### src/rtl/rr_gated_arbiter.sv
// -----------------------------------------------------------------------------
// rr_gated_arbiter
//
// N-channel registered round-robin arbiter with a registered inhibit path.
// The grant is a registered function of the requests and of the inhibit flag
// as it stood before the deciding edge; the inhibit flag is itself a
// registered OR of two block sources. With LOCK_MODE=1 a grant is held while
// its holder keeps requesting, bounded by MAX_HOLD consecutive cycles.
//
// Ports:
//   clk        in   1    rising-edge clock
//   rst_n      in   1    asynchronous active-low reset
//   req        in   N    per-channel level request
//   block_a    in   1    inhibit source A
//   block_b    in   1    inhibit source B
//   gnt        out  N    registered one-hot grant (zero when none)
//   gnt_valid  out  1    registered, high iff gnt is non-zero
//   gnt_idx    out  IW   registered index of granted channel (holds when idle)
//   inhibit_q  out  1    registered block_a | block_b
// -----------------------------------------------------------------------------
module rr_gated_arbiter #(
    parameter int N         = 4,
    parameter int LOCK_MODE = 0,
    parameter int MAX_HOLD  = 8,
    parameter int IW        = $clog2(N)
) (
    input  logic          clk,
    input  logic          rst_n,
    input  logic [N-1:0]  req,
    input  logic          block_a,
    input  logic          block_b,
    output logic [N-1:0]  gnt,
    output logic          gnt_valid,
    output logic [IW-1:0] gnt_idx,
    output logic          inhibit_q
);

    // Hold counter is wide enough to reach MAX_HOLD and still saturate
    // cleanly when MAX_HOLD=0 (unlimited).
    localparam int HW = $clog2(MAX_HOLD + 2);

    typedef enum logic {
        IDLE = 1'b0,
        HOLD = 1'b1
    } state_t;

    state_t        r_state;
    state_t        w_state_n;
    logic [N-1:0]  r_gnt;
    logic [N-1:0]  w_gnt_n;
    logic          r_valid;
    logic          w_valid_n;
    logic [IW-1:0] r_idx;
    logic [IW-1:0] w_idx_n;
    logic [IW-1:0] r_ptr;
    logic [IW-1:0] w_ptr_n;
    logic [HW-1:0] r_hold_cnt;
    logic [HW-1:0] w_hold_cnt_n;
    logic          r_inhibit;

    logic          w_win_found;
    logic [IW-1:0] w_win_idx;
    logic          w_hold_ok;

    // Round-robin scan starting at the pointer; returns {found, index}.
    // The ternary form keeps the scan free of priority if-chains.
    function automatic logic [IW:0] rr_pick(input logic [N-1:0] r,
                                            input logic [IW-1:0] p);
        logic          found;
        logic [IW-1:0] idx;
        int            j;
        found = 1'b0;
        idx   = '0;
        for (int k = 0; k < N; k++) begin
            j     = int'(p) + k;
            j     = (j >= N) ? (j - N) : j;
            idx   = (!found && r[j]) ? IW'(j) : idx;
            found = found | r[j];
        end
        return {found, idx};
    endfunction

    // Arbitration winner for the current requests and pointer.
    always_comb begin
        {w_win_found, w_win_idx} = rr_pick(req, r_ptr);
    end

    // Next-state and next-output decision; inhibit has top priority, then
    // continuing a legal hold, then a fresh (or re-)grant from the scan.
    always_comb begin
        w_gnt_n      = r_gnt;
        w_valid_n    = r_valid;
        w_idx_n      = r_idx;
        w_ptr_n      = r_ptr;
        w_state_n    = r_state;
        w_hold_cnt_n = r_hold_cnt;
        w_hold_ok    = (LOCK_MODE != 0) && (r_state == HOLD) && req[r_idx] &&
                       ((MAX_HOLD == 0) || (r_hold_cnt < HW'(MAX_HOLD)));
        if (r_inhibit) begin
            w_gnt_n      = '0;
            w_valid_n    = 1'b0;
            w_state_n    = IDLE;
            w_hold_cnt_n = '0;
        end else if (w_hold_ok) begin
            w_hold_cnt_n = (r_hold_cnt == {HW{1'b1}}) ? r_hold_cnt
                                                      : r_hold_cnt + HW'(1);
        end else if (w_win_found) begin
            // Release without a bubble: the pointer already sits past the
            // old holder, so it naturally gets lowest priority here.
            w_gnt_n            = '0;
            w_gnt_n[w_win_idx] = 1'b1;
            w_valid_n          = 1'b1;
            w_idx_n            = w_win_idx;
            w_ptr_n            = (w_win_idx == IW'(N - 1)) ? '0
                                                           : w_win_idx + IW'(1);
            w_state_n          = (LOCK_MODE != 0) ? HOLD : IDLE;
            w_hold_cnt_n       = (LOCK_MODE != 0) ? HW'(1) : '0;
        end else begin
            w_gnt_n      = '0;
            w_valid_n    = 1'b0;
            w_state_n    = IDLE;
            w_hold_cnt_n = '0;
        end
    end

    // State, grant, pointer and inhibit registers.
    always_ff @(posedge clk or negedge rst_n) begin
        if (!rst_n) begin
            r_state    <= IDLE;
            r_gnt      <= '0;
            r_valid    <= 1'b0;
            r_idx      <= '0;
            r_ptr      <= '0;
            r_hold_cnt <= '0;
            r_inhibit  <= 1'b0;
        end else begin
            r_state    <= w_state_n;
            r_gnt      <= w_gnt_n;
            r_valid    <= w_valid_n;
            r_idx      <= w_idx_n;
            r_ptr      <= w_ptr_n;
            r_hold_cnt <= w_hold_cnt_n;
            r_inhibit  <= block_a | block_b;
        end
    end

    assign gnt       = r_gnt;
    assign gnt_valid = r_valid;
    assign gnt_idx   = r_idx;
    assign inhibit_q = r_inhibit;

endmodule

### config.mk
export PLATFORM = sky130hd
export DESIGN_NAME = rr_gated_arbiter
export DESIGN_NICKNAME = d
export VERILOG_FILES = /design/src/rtl/rr_gated_arbiter.sv
export SDC_FILE = /design/constraint.sdc
export NUM_CORES = 1
export LEC_CHECK = 0
export BUFFER_PORTS_ARGS = -buffer_cell sky130_fd_sc_hd__buf_2
export CORE_UTILIZATION = 35
export CTS_CLUSTER_DIAMETER = 80
export DETAILED_ROUTE_END_ITERATION = 8
export GPL_TIMING_DRIVEN = 1
export PLACE_DENSITY = 0.6
export SLEW_MARGIN = 0
export SYNTH_ARGS = -nofsm -noshare
export SYNTH_HDL_FRONTEND = slang
export SYNTH_SLANG_ARGS = --single-unit
### constraint.sdc
create_clock -name clk -period 3.05 [get_ports clk]
set_clock_uncertainty 0.05 [all_clocks]
set_input_delay 0.61 -clock clk [delete_from_list [all_inputs] [get_ports clk]]
set_output_delay 0.61 -clock clk [all_outputs]
set_load 0.05 [all_outputs]
==> flow_metrics.py, run 1 <==
metrics = {
    "logic_synthesis": {
        "async_flop_share_pct": 100,
        "synth_edf_count": 0,
        "synthTopCellsByArea": "dfrtp_1 49%, ha_1 9.7%, and2_2 5.8%",
        "synth_cell_types": 21,
        "dominantRegCellSynth": "dfrtp_1",
        "synth-seq-area-share_pct": 48.5,
        "yosysWarnings": 0,
        "synth_top_area_share_pct": 48.5,
        "syn_area_um2": 515,
        "ys_seq_elements": 10,
        "syn_avg_cell_area_um2": 11.7,
        "synth_largest_area_cell": "dfrtp_1",
        "syn-instance-count": 44,
        "synth_nets": 56,
    },
    "layout": {
        "most-common-layout-cells": "15 x buf_2, 10 x dfrtp_1, 4 x nand2_1, 4 x and2_2, 4 x ha_1",
        "seqCellArea_um2": 250,
        "fill_cells": 125,
        "layout-drive-gt1-share_pct": 50.8,
        "nNetsFinal": 76,
        "syn_to_final_growth_pct": 25.2,
        "final_cells": 78,
        "final_common_cell": "buf_2",
        "multi_input_comb_area_um2": 255,
        "finish.instance_area_um2": 646,
        "diodes": 0,
    },
    "clock_tree": {
        "post_cts_buffers": 0,
        "clockRootBuffer": "clkbuf_4",
        "cts.path.max_buffers": 2,
        "cts_htree_levels": 1,
        "cts_tree": "done",
        "clock_sinks": 10,
        "numCtsBuffers": 3,
        "path_clk_slew_ps": 60,
        "insertion_delay_ps": 260,
        "cts-hold-fix-buffers": 0,
        "cts-resized-gates": 0,
    },
    "pwr": {
        "p_leak_nw": 0.340,
        "p_per_area_mw_per_mm2": 856,
        "vdd_ir_drop_max_v": 0.000560,
        "power.total_uw": 553,
    },
    "grt": {
        "antenna_found_initial": 0,
        "top_usage_layer": "met2",
        "use_met3_pct": 10.0,
        "grt_pass1_wl_um": 1320,
        "grt_overflow": 0,
        "grt_max_degree": 11,
        "grt_usage_pct": 13.6,
        "first_global_vias": 299,
        "met2_usage_pct": 20.2,
        "use_met1_pct": 14.7,
    },
    "place": {
        "post-place-ws_ps": 952,
        "place_area_um2": 609,
        "dp_hpwl_um": 683,
        "gp_congestion": 0.730,
        "dp.cells": 74,
        "portBuffers": 15,
    },
    "drt": {
        "antenna_left": 0,
        "drt_iter0_markers": 1,
        "drc": 0,
        "wl_um": 844,
        "wl_per_cell_um": 10.8,
        "viasPerCell": 4.78,
        "first_pass_iters": 3,
        "via_count": 373,
    },
    "die": {
        "start_util_pct": 38.6,
        "die_area_mm2": 0.00163,
        "die_height_um": 40.4,
        "boundaryPins": 16,
        "dieWidth_um": 40.4,
        "core-area_mm2": 0.00133,
        "rows": 13,
    },
    "worst_setup_path": {
        "slowest_stage": "dfrtp_1",
        "end_kind": "flip-flop",
        "cp.required_ps": 3180,
        "critPathKind": "flip-flop to flip-flop",
        "startpoint_type": "flip-flop",
        "cp_max_fo": 6,
        "reg2regPathDepth": 6,
        "path_cells": "nor2b_1, a21o_1, a221oi_2, inv_1, ha_1, o21ai_0",
        "arrival_ps": 2000,
        "crit_path_max_incr_delay_ps": 420,
    },
    "timing": {
        "layout_min_cycle_time_ps": 1870,
        "slew_violations": 0,
        "fin_crit_sh_pct": 61.3,
        "hold_viol_final": 0,
        "tightest_slew_ps": 395,
        "rsz0062_at_grt": "no",
        "fmax_mhz": 535,
        "setup_violations": 0,
        "finalSetupTns_ps": 0,
        "relSlewSlack_pct": 73.7,
        "finalWorstSetupSlack_ps": 1180,
    },
    "run": {
        "maxCapViolations": 0,
    },
    "run_status": {
        "status": "complete, no violations",
    },
    "hold_path": {
        "hold_class": "input port to async pin",
    },
}
-- Yosys cell counts, types with 2 or more instances --
cell,n
ha_1,4
mux2_4,2
dfrtp_1,10
nand2b_1,3
nand2_1,4
and2_2,4
nor2_1,3
-- cell type report --
type	instances	share of cell area [%]
clock buffers	4	5.62
inverters	2	1.55
multi-input cells	32	39.5
flip-flops and latches	10	38.8
well taps	15	2.91
repair buffers	15	11.6
-- logic make-up after synthesis --
kind of cell | synth area share [%]
buffers and inverters | 1.94
adder cells (fa/ha/maj) | 9.71
flip-flops | 48.5
AND/OR/NAND/NOR | 24.8
multiplexers | 5.83
AO/OA/AOI/OAI | 9.22
-- metrics by stage --
stage               hold slack (ps)  util [%]
finish                          141      48.4
global route                    135      48.4
CTS                             142      48.4
detailed placement              432      45.7
global placement                428      45.7
floorplan                       264         -
-- sequential cells by signal (all words and copies together), names as in the netlist --
| register | cells |
|---|---|
| r_ptr | 2 |
| gnt_idx | 2 |
| gnt_valid | 1 |
| inhibit_q | 1 |
| gnt | 4 |
-- worst max-delay path, delay by kind of cell, from the launching register on --
kind,cells,cell delay [ps]
adder cells (fa/ha/maj),1,300
flip-flops,1,420
AO/OA/AOI/OAI,3,720
buffers and inverters,1,120
AND/OR/NAND/NOR,1,160
-- where the power goes --
group / internal, mW / switching [mW] / total (mW)
Sequential: 0.165 / 0.0257 / 0.191
Clock: 0.0725 / 0.0450 / 0.117
Combinational: 0.0902 / 0.154 / 0.244
-- worst paths after layout --
check                            from    endpoint  slack, ps
max in group asynchronous       rst_n    r_ptr[1]       2630
setup / recovery             r_ptr[1]    r_ptr[1]       1180
setup reg to reg             r_ptr[1]    r_ptr[1]       1180
hold reg to reg            gnt_idx[1]  gnt_idx[1]        460
hold / removal                  rst_n   gnt_valid        140
min in group clk           gnt_idx[1]  gnt_idx[1]        460
-- metal layers --
| layer | part of all wire (%) | wire (um) | vias up |
|---|---|---|---|
| met5 | 0 | 0 | - |
| met4 | 0 | 0 | 0 |
| met3 | 7.5 | 63 | 0 |
| met2 | 46 | 386 | 15 |
| met1 | 47 | 395 | 171 |
| li1 | - | - | 187 |
Power figures use the tool's default switching activity.
==> run 2, diff against run 1 <==
--- a/config.mk
+++ b/config.mk
@@ -10,7 +10,7 @@
 export CTS_CLUSTER_DIAMETER = 80
 export DETAILED_ROUTE_END_ITERATION = 8
 export GPL_TIMING_DRIVEN = 1
-export PLACE_DENSITY = 0.6
+export PLACE_DENSITY = 0.62
 export SLEW_MARGIN = 0
 export SYNTH_ARGS = -nofsm -noshare
 export SYNTH_HDL_FRONTEND = slang
==> constraint.sdc (replaced) <==
create_clock -name clk -period 1.7 [get_ports clk]
set_clock_uncertainty 0.05 [all_clocks]
set_input_delay 0.34 -clock clk [delete_from_list [all_inputs] [get_ports clk]]
set_output_delay 0.34 -clock clk [all_outputs]
set_load 0.05 [all_outputs]
==> flow_metrics.py, run 2 (synthesized netlist as in run 1, its figures left out) <==
metrics = {
    "place": {
        "portBuffers": 15,
        "dp.cells": 75,
        "place_area_um2": 617,
        "gp_congestion": 0.749,
        "dp_hpwl_um": 641,
    },
    "grt": {
        "top_usage_layer": "met2",
        "use_met1_pct": 15.2,
        "grt_pass1_wl_um": 1320,
        "grt_usage_pct": 13.3,
        "use_met3_pct": 10.0,
        "met2_usage_pct": 18.7,
        "antenna_found_initial": 0,
        "first_global_vias": 315,
        "grt_max_degree": 11,
        "grt_overflow": 0,
    },
    "pwr": {
        "p_leak_nw": 0.354,
        "p_per_area_mw_per_mm2": 1530,
        "vdd_ir_drop_max_v": 0.000805,
    },
    "worst_setup_path": {
        "reg2regPathDepth": 6,
        "crit_family": "compound AO/OA/AOI/OAI gates",
        "cp_max_fo": 6,
        "rr_startpoint": "r_ptr[1]",
        "arrival_ps": 1760,
        "worst-path-buf-inv": 1,
        "crit_start": "r_ptr[1]",
        "reg2reg_slack_ps": 80,
        "critPathKind": "flip-flop to flip-flop",
        "crit_path_max_incr_delay_ps": 430,
        "cp.required_ps": 1850,
        "cp.depth": 6,
        "end_kind": "flip-flop",
        "r2r-end": "r_ptr[1]",
        "crit_path_end": "r_ptr[1]",
        "slowest_stage": "dfrtp_1",
        "startpoint_type": "flip-flop",
        "path_cells": "nor2b_4, a21o_1, a221oi_2, inv_1, ha_1, o21ai_1",
    },
    "timing": {
        "fin_crit_sh_pct": 95.0,
        "rsz0062_at_grt": "yes",
        "layout_min_cycle_time_ps": 1620,
        "hold_viol_final": 0,
        "fmax_mhz": 619,
        "tightest_slew_ps": 300,
        "relSlewSlack_pct": 79.8,
        "slew_violations": 0,
        "setup_violations": 0,
    },
    "layout": {
        "finish.instance_area_um2": 681,
        "largest_reg_flops": 4,
        "nNetsFinal": 78,
        "diodes": 0,
        "fill_cells": 130,
        "layout-drive-gt1-share_pct": 53.8,
        "final_common_cell": "buf_2",
        "most-common-layout-cells": "15 x buf_2, 10 x dfrtp_1, 4 x nand2_1, 4 x and2_2, 4 x ha_1",
        "final_cells": 80,
        "syn_to_final_growth_pct": 32.0,
    },
    "drt": {
        "drt_iter0_markers": 3,
        "wl_per_cell_um": 10.9,
        "antenna_left": 0,
        "drc": 0,
        "wl_um": 869,
        "first_pass_iters": 3,
        "via_count": 384,
        "viasPerCell": 4.80,
    },
    "die": {
        "dieWidth_um": 40.4,
        "die_height_um": 40.4,
        "die_area_mm2": 0.00163,
        "boundaryPins": 16,
        "core-area_mm2": 0.00133,
        "start_util_pct": 38.6,
        "rows": 13,
    },
    "hold_path": {
        "hold_class": "input port to flip-flop",
        "hp-start": "block_a",
    },
    "clock_tree": {
        "insertion_delay_ps": 270,
        "cts_tree": "done",
        "clock_sinks": 10,
        "cts.path.max_buffers": 2,
        "post_cts_buffers": 0,
        "numCtsBuffers": 3,
        "clockRootBuffer": "clkbuf_4",
        "cts_htree_levels": 1,
        "path_clk_slew_ps": 60,
    },
    "run_status": {
        "status": "complete, no violations",
    },
    "run": {
        "maxCapViolations": 0,
    },
}
[run 2: changes by cell type in the layout (fill, tap and decap cells not counted), sizes merged]
cell         delta
buf             +1
dlygate4sd3     +1
[run 2: per-layer routing]
layer  routed length [um]  vias to the layer above
met1                  388                      180
met3                   67                        2
met5                    0                        -
met4                    4                        0
met2                  409                       14
li1                     -                      188
[run 2: cell type report]
type | instances | area [um2] | area share (%)
multi-input combinational | 32 | 273 | 40.1
sequential | 10 | 250 | 36.8
timing repair buffer | 17 | 92.6 | 13.6
clock buffer | 4 | 36.3 | 5.33
tap | 15 | 18.8 | 2.76
inverter | 2 | 10.0 | 1.47
[run 2: stage by stage]
stage | hold WS, ps | worst slack [ps] | utilization (%) | total power [mW] | TNS, ps
global placement | 160 | 17.0 | 46.2 | 0.795 | 0
finish | 207 | 84.9 | 51.0 | 1.04 | 0
CTS | 205 | 5.90 | 50.2 | 1.03 | 0
floorplan | -5.59 | 33.7 | - | 0.687 | 0
global route | 192 | -18.6 | 51.0 | 1.12 | -18.6
detailed placement | 164 | 21.9 | 46.2 | 0.796 | 0
[run 2: what timing repair did]
item	in CTS	in global routing
endpoints found under the setup margin	1	3
resized for setup	1	4
endpoints found under the hold margin	10	0
pin swaps	0	5
hold buffers	1	0
[run 2: how the worst min path moves through the flow]
stage | depth (start not counted) | endpoint | slack (ps)
after detailed placement | 1 | gnt[0] | 160
final | 2 | inhibit_q | 210
after global placement | 1 | gnt_valid | 160
after CTS | 2 | inhibit_q | 200
after global routing | 2 | inhibit_q | 190
after floorplan | 0 | gnt[0] | -6
[run 2: report_power, final]
| group | internal, mW | total (mW) | switching [mW] |
|---|---|---|---|
| clock | 0.130 | 0.212 | 0.0820 |
| sequential | 0.297 | 0.343 | 0.0461 |
| combinational | 0.193 | 0.485 | 0.292 |
| total | 0.620 | 1.04 | 0.420 |
